**config.mk**
```make
export PLATFORM = sky130hd
export DESIGN_NAME = mips_multicycle_control
export DESIGN_NICKNAME = d
export VERILOG_FILES = /design/src/rtl/mips_multicycle_control.sv
export SDC_FILE = /design/constraint.sdc
export NUM_CORES = 1
export LEC_CHECK = 0
export BUFFER_PORTS_ARGS = -buffer_cell sky130_fd_sc_hd__clkbuf_2
export CAP_MARGIN = 30
export CORE_MARGIN = 4
export CORE_UTILIZATION = 35
export CTS_BUF_LIST = sky130_fd_sc_hd__clkbuf_16
export DETAILED_ROUTE_END_ITERATION = 7
export GPL_TIMING_DRIVEN = 0
export HOLD_SLACK_MARGIN = 0.1
export PLACE_DENSITY = 0.65
export REMOVE_ABC_BUFFERS = 1
export SLEW_MARGIN = 20
export SYNTH_ARGS = -nofsm -noshare
export SYNTH_HDL_FRONTEND = slang
export SYNTH_SLANG_ARGS = --single-unit
```
**constraint.sdc**
```tcl
create_clock -name clk -period 1.3 [get_ports clk]
set_input_delay 0.13 -clock clk [delete_from_list [all_inputs] [get_ports clk]]
set_output_delay 0.13 -clock clk [all_outputs]
set_load 0.005 [all_outputs]
```
**src/rtl/mips_multicycle_control.sv**
```systemverilog
// mips_multicycle_control
//   Main control FSM for the multi-cycle MIPS core. Each instruction is walked
//   through fetch / decode / execute / memory / writeback. The FSM drives the
//   datapath mux selects, write enables, the unified memory handshake and the
//   3-bit ALU class code consumed by alu_control.
//
// Ports
//   clk, rst          rising-edge clock, synchronous active-high reset
//   opcode            IR[31:26], stable from DECODE to instruction end
//   zero              ALU zero flag (branch resolution)
//   mem_ready         memory completes the current access this cycle
//   mem_req/mem_we    memory request / write qualifier
//   i_or_d            memory address select (0 = PC, 1 = ALUOut)
//   ir_write, pc_en   IR load, PC load
//   pc_src            00 = ALU result, 01 = ALUOut, 10 = jump target
//   alu_src_a/_b      ALU operand selects
//   alu_op            000 opcode, 001 funct, 010 subtract, 100 add
//   reg_write/reg_dst/mem_to_reg   register file write controls
//   instr_done        pulse in the final cycle of each instruction
//   illegal           sticky unsupported-opcode flag
//   state             current state (debug)
module mips_multicycle_control (
  input  logic       clk,
  input  logic       rst,
  input  logic [5:0] opcode,
  input  logic       zero,
  input  logic       mem_ready,
  output logic       mem_req,
  output logic       mem_we,
  output logic       i_or_d,
  output logic       ir_write,
  output logic       pc_en,
  output logic [1:0] pc_src,
  output logic       alu_src_a,
  output logic [1:0] alu_src_b,
  output logic [2:0] alu_op,
  output logic       reg_write,
  output logic       reg_dst,
  output logic       mem_to_reg,
  output logic       instr_done,
  output logic       illegal,
  output logic [3:0] state
);

  typedef enum logic [3:0] {
    S_FETCH  = 4'd0,
    S_DECODE = 4'd1,
    S_MEMADR = 4'd2,
    S_MEMRD  = 4'd3,
    S_MEMWB  = 4'd4,
    S_MEMWR  = 4'd5,
    S_RTEX   = 4'd6,
    S_RTWB   = 4'd7,
    S_BRANCH = 4'd8,
    S_ITEX   = 4'd9,
    S_ITWB   = 4'd10,
    S_JUMP   = 4'd11
  } state_e;

  localparam logic [5:0] OP_RTYPE = 6'b000000;
  localparam logic [5:0] OP_LW    = 6'b100011;
  localparam logic [5:0] OP_SW    = 6'b101011;
  localparam logic [5:0] OP_BEQ   = 6'b000100;
  localparam logic [5:0] OP_BNE   = 6'b000101;
  localparam logic [5:0] OP_J     = 6'b000010;
  localparam logic [5:0] OP_ADDI  = 6'b001000;
  localparam logic [5:0] OP_ANDI  = 6'b001100;
  localparam logic [5:0] OP_ORI   = 6'b001101;
  localparam logic [5:0] OP_SLTI  = 6'b001010;
  localparam logic [5:0] OP_XORI  = 6'b001110;

  state_e state_q, state_d;
  logic   illegal_q, illegal_d;

  always_ff @(posedge clk) begin
    if (rst) begin
      state_q   <= S_FETCH;
      illegal_q <= 1'b0;
    end else begin
      state_q   <= state_d;
      illegal_q <= illegal_d;
    end
  end

  always_comb begin
    state_d    = state_q;
    illegal_d  = illegal_q;
    mem_req    = 1'b0;
    mem_we     = 1'b0;
    i_or_d     = 1'b0;
    ir_write   = 1'b0;
    pc_en      = 1'b0;
    pc_src     = 2'b00;
    alu_src_a  = 1'b0;
    alu_src_b  = 2'b00;
    alu_op     = 3'b000;
    reg_write  = 1'b0;
    reg_dst    = 1'b0;
    mem_to_reg = 1'b0;
    instr_done = 1'b0;

    case (state_q)
      S_FETCH: begin
        mem_req   = 1'b1;
        alu_src_b = 2'b01;
        alu_op    = 3'b100;
        ir_write  = mem_ready;
        pc_en     = mem_ready;
        if (mem_ready) state_d = S_DECODE;
      end
      S_DECODE: begin
        // Speculatively compute the branch target into ALUOut.
        alu_src_b = 2'b11;
        alu_op    = 3'b100;
        case (opcode)
          OP_RTYPE:                state_d = S_RTEX;
          OP_LW, OP_SW:            state_d = S_MEMADR;
          OP_BEQ, OP_BNE:          state_d = S_BRANCH;
          OP_J:                    state_d = S_JUMP;
          OP_ADDI, OP_ANDI, OP_ORI,
          OP_SLTI, OP_XORI:        state_d = S_ITEX;
          default: begin
            state_d    = S_FETCH;
            illegal_d  = 1'b1;
            instr_done = 1'b1;
          end
        endcase
      end
      S_MEMADR: begin
        alu_src_a = 1'b1;
        alu_src_b = 2'b10;
        alu_op    = 3'b100;
        state_d   = (opcode == OP_SW) ? S_MEMWR : S_MEMRD;
      end
      S_MEMRD: begin
        mem_req = 1'b1;
        i_or_d  = 1'b1;
        if (mem_ready) state_d = S_MEMWB;
      end
      S_MEMWB: begin
        reg_write  = 1'b1;
        mem_to_reg = 1'b1;
        instr_done = 1'b1;
        state_d    = S_FETCH;
      end
      S_MEMWR: begin
        mem_req    = 1'b1;
        mem_we     = 1'b1;
        i_or_d     = 1'b1;
        instr_done = mem_ready;
        if (mem_ready) state_d = S_FETCH;
      end
      S_RTEX: begin
        alu_src_a = 1'b1;
        alu_op    = 3'b001;
        state_d   = S_RTWB;
      end
      S_RTWB: begin
        reg_write  = 1'b1;
        reg_dst    = 1'b1;
        instr_done = 1'b1;
        state_d    = S_FETCH;
      end
      S_BRANCH: begin
        alu_src_a  = 1'b1;
        alu_op     = 3'b010;
        pc_src     = 2'b01;
        instr_done = 1'b1;
        // opcode[0] separates bne (taken on !zero) from beq (taken on zero).
        pc_en      = opcode[0] ? ~zero : zero;
        state_d    = S_FETCH;
      end
      S_ITEX: begin
        alu_src_a = 1'b1;
        alu_src_b = 2'b10;
        state_d   = S_ITWB;
      end
      S_ITWB: begin
        reg_write  = 1'b1;
        instr_done = 1'b1;
        state_d    = S_FETCH;
      end
      S_JUMP: begin
        pc_src     = 2'b10;
        pc_en      = 1'b1;
        instr_done = 1'b1;
        state_d    = S_FETCH;
      end
      default: state_d = S_FETCH;
    endcase

    // Reset suppresses every side effect, whatever the current state.
    if (rst) begin
      mem_req    = 1'b0;
      mem_we     = 1'b0;
      ir_write   = 1'b0;
      pc_en      = 1'b0;
      reg_write  = 1'b0;
      instr_done = 1'b0;
    end
  end

  assign illegal = illegal_q;
  assign state   = state_q;

endmodule
```
==> results of run 1 <==
[state kept, by name (all words and copies together) (netlist names)]
signal	cells
state	4
illegal	1
[metal layers]
metal / part of all wire [%] / global-route usage, % / routed length [um]
met5: 0 / 0 / 0
met1: 43 / 18.9 / 982
met3: 8.8 / 5.16 / 202
met4: 0 / 1.31 / 0
met2: 48 / 32.4 / 1100
[placed cells by master (no fill, tap or decap), types with 3 or more instances in the layout]
cell type / instances
a21oi_1: 5
and3_1: 3
buf_2: 9
buf_4: 7
buf_6: 4
clkbuf_16: 3
clkbuf_2: 22
dfxtp_4: 4
inv_1: 4
nand2_1: 4
nand2b_1: 3
nor2_1: 11
nor3_1: 4
nor3_2: 5
o21ai_0: 8
o21ai_1: 3
[area by class of cell]
class	count	area share, %
timing repair buffer	45	25.8
tap	25	2.74
clock inverter	1	0.438
multi-input combinational	83	52.2
inverter	6	2.19
clock buffer	3	6.56
sequential	5	10.1
[cell usage after synthesis (all sizes together)]
cell / n
clkbuf: 1
buf: 7
a22oi: 1
dfxtp: 5
nor4: 2
a21boi: 1
o21ai: 11
o31ai: 1
inv: 6
nand2: 4
mux2i: 1
a2111oi: 2
or2: 1
a221oi: 1
nand3: 1
xnor2: 1
o41ai: 1
nor2: 14
nor3b: 1
a21oi: 7
or2b: 2
nor3: 9
and3: 3
a32oi: 1
and2: 1
nor2b: 1
nand4: 1
nand2b: 5
o2111ai: 1
o21a: 1
a31oi: 2
or3: 1
or3b: 1
nand3b: 2
and2b: 2
[worst max-delay path, stage by stage (launching register included)]
cell and delay, ps:
dfxtp_4 360, buf_4 150, a2111oi_4 260, a31oi_1 100, nor3_2 170, clkbuf_2 150
[worst max-delay path by stage]
stage | from | to | slack (ps)
after floorplan | state[1]$_SDFFE_PP0P_ | instr_done | -150
after global placement | state[1]$_SDFFE_PP0P_ | instr_done | -490
after detailed placement | state[1]$_SDFFE_PP0P_ | instr_done | -510
after CTS | state[3]$_SDFFE_PP0P_ | ir_write | -220
after global routing | state[3]$_SDFFE_PP0P_ | pc_en | -320
final | state[3]$_SDFFE_PP0P_ | pc_en | -240
[cells by family after synthesis]
family | after synthesis | share of synthesized area, %
simple gates | 51 | 43.8
flops | 5 | 14.7
mux | 1 | 1.47
xor+xnor | 1 | 1.29
compound gates | 30 | 28.4
buf+inv | 14 | 10.3
[what timing repair did]
item,in CTS,in global routing
buffers inserted,11,3
pin swaps,7,1
resized for setup,29,20
setup endpoints to repair,24,19
[power by group]
group	total [mW]	leakage (nW)	internal [mW]	switching, mW
Combinational	0.257	0.420	0.126	0.131
Clock	0.503	0.0409	0.402	0.101
Sequential	0.172	0.0438	0.159	0.0123
==> results_dict.tcl, run 1 <==
set metrics [dict create \
    clkSinkCount 5 \
    leakage_nw 0.505 \
    layout-drive-gt1-share_pct 51.0 \
    place_area_um2 818 \
    yosysWarnings 0 \
    maxCapViolations 0 \
    min_to "state[2]$_SDFFE_PP0P_" \
    synth-seq-cells 5 \
    timing.final.ws_setup_ps -239 \
    multiInputGateArea_um2 597 \
    violations "setup timing" \
    area_growth_pct 68.3 \
    yosys.area.top_type_share_pct 14.7 \
    synth.distinct_cells 42 \
    synthCells 102 \
    setup_tns_ps -1630 \
    syn_avg_cell_area_um2 6.66 \
    fin_util_pct 64.1 \
    min_from "rst" \
    crit_fanout 6 \
    boundaryPins 32 \
    worst_pin_slew_ps 357 \
    cp.arrival_ps 1410 \
    fin_nets 154 \
    period_share_pct 118 \
    fin_hold_ws_ps 283 \
    hp-class "in -> reg" \
    insertedDiodeCount 0 \
    num-fill-cells 161 \
    hold_buffers 0 \
    ys_top_cells_by_area "dfxtp_1 (15%), nor2_1 (7.7%), o21ai_0 (6.6%), nor3_1 (5.9%), a21oi_1 (5.2%)" \
    avgRoutedWirePerCell_um 13.6 \
    dr.first_iter.drc_count 20 \
    track_usage_pct 17.0 \
    path_class "reg -> out" \
    max_freq_mhz 650 \
    overflow 0 \
    layout.cells.non_filler 168 \
    setup_viol 13 \
    rrSetupSlack_ps -120 \
    numPlacedInstances 150 \
    cts_made_buffers 3 \
    clk_latency_ps 230 \
    critPathLaunchType "flip-flop" \
    clkTransAtPathRegs_ps 30 \
    power_density_mw_per_mm2 815 \
    ff2ff_path_depth 6 \
    endpoint_kind "output port" \
    report.final.hold_viol_count 0 \
    antenna_found_initial 0 \
    preCtsSetupSlack_ps -511 \
    post-dp-hpwl_mm 1.37 \
    relSlewSlack_pct 75.6 \
    grt_pass1_wl_mm 3.61 \
    fp.dieH_um 52.1 \
    finalWeightedCongestion 0.794 \
    drc 0 \
    regArea_um2 115 \
    start_util_pct 38.1 \
    clk_path_buf_depth 2 \
    h-tree-depth 1 \
    postRouteAntennaNets 0 \
    worstHoldPathCells 2 \
    r2r_start "state[3]$_SDFFE_PP0P_" \
    drt_wl_total_mm 2.29 \
    port_buffers 31 \
    required_ps 1170 \
    clock_tree.root_cell "clkbuf_16" \
    first_global_vias 880 \
    power_mw 0.931 \
    vdd_drop_max_mv 0.913 \
    firstDrtPassIters 4 \
    fin_area_mm2 0.00114 \
    via_per_inst 5.42 \
    rsz0062_at_grt "true" \
    cts_tree "yes" \
    slew_viol_final 0 \
    synth_top_area_cell "dfxtp_1" \
    dieArea_mm2 0.00271 \
    outcome "finished with violations" \
    fin_worst_skew_ps 0.754 \
    reg2reg_to "state[2]$_SDFFE_PP0P_" \
    coreArea_mm2 0.00178 \
    synth-seq-area-share_pct 14.7 \
    route.vias.total 911 \
    layout_min_cycle_time_ps 1540 \
    grt_max_degree 13 \
    die_w_um 52.1 \
    netlist_area_um2 679 \
    row_count 15 \
]
(Power assumes the default switching activity.)
==> run 2: changes to the inputs <==
--- a/config.mk
+++ b/config.mk
@@ -8,12 +8,12 @@
 export BUFFER_PORTS_ARGS = -buffer_cell sky130_fd_sc_hd__clkbuf_2
 export CAP_MARGIN = 30
 export CORE_MARGIN = 4
-export CORE_UTILIZATION = 35
+export CORE_UTILIZATION = 41
 export CTS_BUF_LIST = sky130_fd_sc_hd__clkbuf_16
 export DETAILED_ROUTE_END_ITERATION = 7
 export GPL_TIMING_DRIVEN = 0
 export HOLD_SLACK_MARGIN = 0.1
-export PLACE_DENSITY = 0.65
+export PLACE_DENSITY = 0.75
 export REMOVE_ABC_BUFFERS = 1
 export SLEW_MARGIN = 20
 export SYNTH_ARGS = -nofsm -noshare
==> constraint.sdc (replaced) <==
create_clock -name clk -period 1.3 [get_ports clk]
set_input_delay 0.13 -clock clk [delete_from_list [all_inputs] [get_ports clk]]
set_output_delay 0.13 -clock clk [all_outputs]
set_load 0.01 [all_outputs]
==> run 2 against run 1 <==
The run still ends with setup timing left. Wire length is 48% higher. Register-to-register slack worse by 100 ps. Fmax is 7.3% lower. Non-clock buffer count is 10 higher. Critical path type unchanged. Highest routed layer is now met4.
==> results_dict.tcl, run 2 (synthesis gave the netlist of run 1 again) <==
set metrics [dict create \
    swShare_pct 28.9 \
    cts_tree "yes" \
    clock_tree.root_cell "clkbuf_16" \
    coreArea_mm2 0.00154 \
    crit_fanout 6 \
    comb_power_share_pct 30.8 \
    vdd_drop_max_mv 1.01 \
    clkSinkCount 5 \
    grt_max_degree 13 \
    boundaryPins 32 \
    start_util_pct 44.1 \
    fp.dieH_um 48.7 \
    power_frac_clock_pct 51.2 \
    relSlewSlack_pct 75.3 \
    overflow 0 \
    row_count 14 \
    grt_pass1_wl_mm 3.85 \
    outcome "finished with violations" \
    leakage_nw 0.562 \
    route.vias.total 1107 \
    insertedDiodeCount 0 \
    slew_viol_final 0 \
    die_w_um 48.7 \
    area_growth_pct 86.7 \
    power_density_mw_per_mm2 758 \
    maxCapViolations 0 \
    first_global_vias 824 \
    largest_reg_flops 4 \
    drc 0 \
    clkTransAtPathRegs_ps 30 \
    firstDrtPassIters 5 \
    drt_wl_total_mm 3.38 \
    max_freq_mhz 602 \
    postRouteAntennaNets 0 \
    dieArea_mm2 0.00237 \
    crit_slowest_cell "dfxtp_4" \
    path_class "reg -> out" \
    numPlacedInstances 141 \
    critPathLaunchType "flip-flop" \
    cp.arrival_ps 1530 \
    clk_path_buf_depth 2 \
    dr.first_iter.drc_count 87 \
    fin_worst_skew_ps 3.11 \
    port_buffers 31 \
    fin_nets 164 \
    worst_pin_slew_ps 367 \
    h-tree-depth 1 \
    layout.cells.non_filler 169 \
    hp-class "in -> reg" \
    endpoint_kind "output port" \
    p_switching_mw 0.278 \
    required_ps 1170 \
    violations "setup timing" \
    period_share_pct 128 \
    cts_made_buffers 3 \
    cpPeakStageDelay_ps 380 \
    report.final.hold_viol_count 0 \
    via_per_inst 6.55 \
    cp_cell_sequence "or2b_1 -> buf_4 -> nor3_1 -> clkbuf_2" \
    setup_viol 20 \
    timing.final.ws_setup_ps -361 \
    layout_min_cycle_time_ps 1660 \
    finalWeightedCongestion 0.776 \
    layout_commonest_cell "clkbuf_2" \
    power_mw 0.961 \
    post-dp-hpwl_mm 1.28 \
    final_cell_mix "clkbuf_2 (19), buf_2 (12), nor2_1 (11), buf_4 (11), buf_6 (9)" \
    layout-drive-gt1-share_pct 58.8 \
    power.share.sequential_pct 18.0 \
    num-fill-cells 87 \
    track_usage_pct 20.2 \
    rsz0062_at_grt "true" \
    internal_power_mw 0.683 \
    antenna_found_initial 0 \
    clk_latency_ps 230 \
    avgRoutedWirePerCell_um 20.0 \
]
## run 2: layer usage
metal	share of wire, %	vias to the layer above	global-route usage [%]
li1	-	477	-
met1	38	504	23.5
met2	48	109	35.9
met3	11	17	5.52
met4	3.1	0	5.38
met5	0	-	0
## run 2: metrics by stage
step           util (%)  hold slack, ps  TNS (ps)  worst slack [ps]  cell area, um^2
3_5_place_dp       52.4             459     -3740              -468              807
2_1_floorplan         -             196     -1410              -342              632
5_1_grt            82.3             286     -3920              -356             1270
4_1_cts            68.4             236     -1820              -285             1050
6_report           82.3             275     -3100              -361             1270
3_3_place_gp       52.4             462     -3630              -483              807
## run 2: layout make-up
class	instances	area, um^2	share of cell area [%]
multi-input cells	83	621	48.9
well taps	16	20.0	1.58
flip-flops and latches	5	115	9.07
clock buffers	3	75.1	5.92
repair buffers	55	407	32.1
inverters	6	27.5	2.17
clock inverters	1	3.75	0.296
## run 2: timing repair
item                                    CTS  global route
setup buffers                            14            10
hold buffers                              0             0
gates cloned                              0             1
endpoints found under the setup margin   24            20
pin swaps                                14            13
gates resized for setup                  26            48
## run 2: worst paths after layout
path	start	endpoint	slack (ps)	cells past startpoint
worst min register to register	illegal$_SDFFE_PP0N_	illegal$_SDFFE_PP0N_	510	2
worst max-delay path	state[2]$_SDFFE_PP0P_	mem_we	-360	4
worst min-delay path	rst	state[2]$_SDFFE_PP0P_	280	2
worst max register to register	state[1]$_SDFFE_PP0P_	state[1]$_SDFFE_PP0P_	-220	5
## run 2: critical path: cells and delay by family (launching register included)
kind / cells / cell delay, ps
buffers and inverters: 2 / 370
and+or+nand+nor: 2 / 550
DFF: 1 / 380
## run 2: power groups by stage
stage | Combinational (mW) | Sequential [mW] | Clock (mW)
3_5_place_dp | 0.168 | 0.193 | 0
3_3_place_gp | 0.166 | 0.192 | 0
2_1_floorplan | 0.0938 | 0.191 | 0
6_report | 0.296 | 0.173 | 0.492
5_1_grt | 0.313 | 0.175 | 0.515
4_1_cts | 0.215 | 0.175 | 0.506
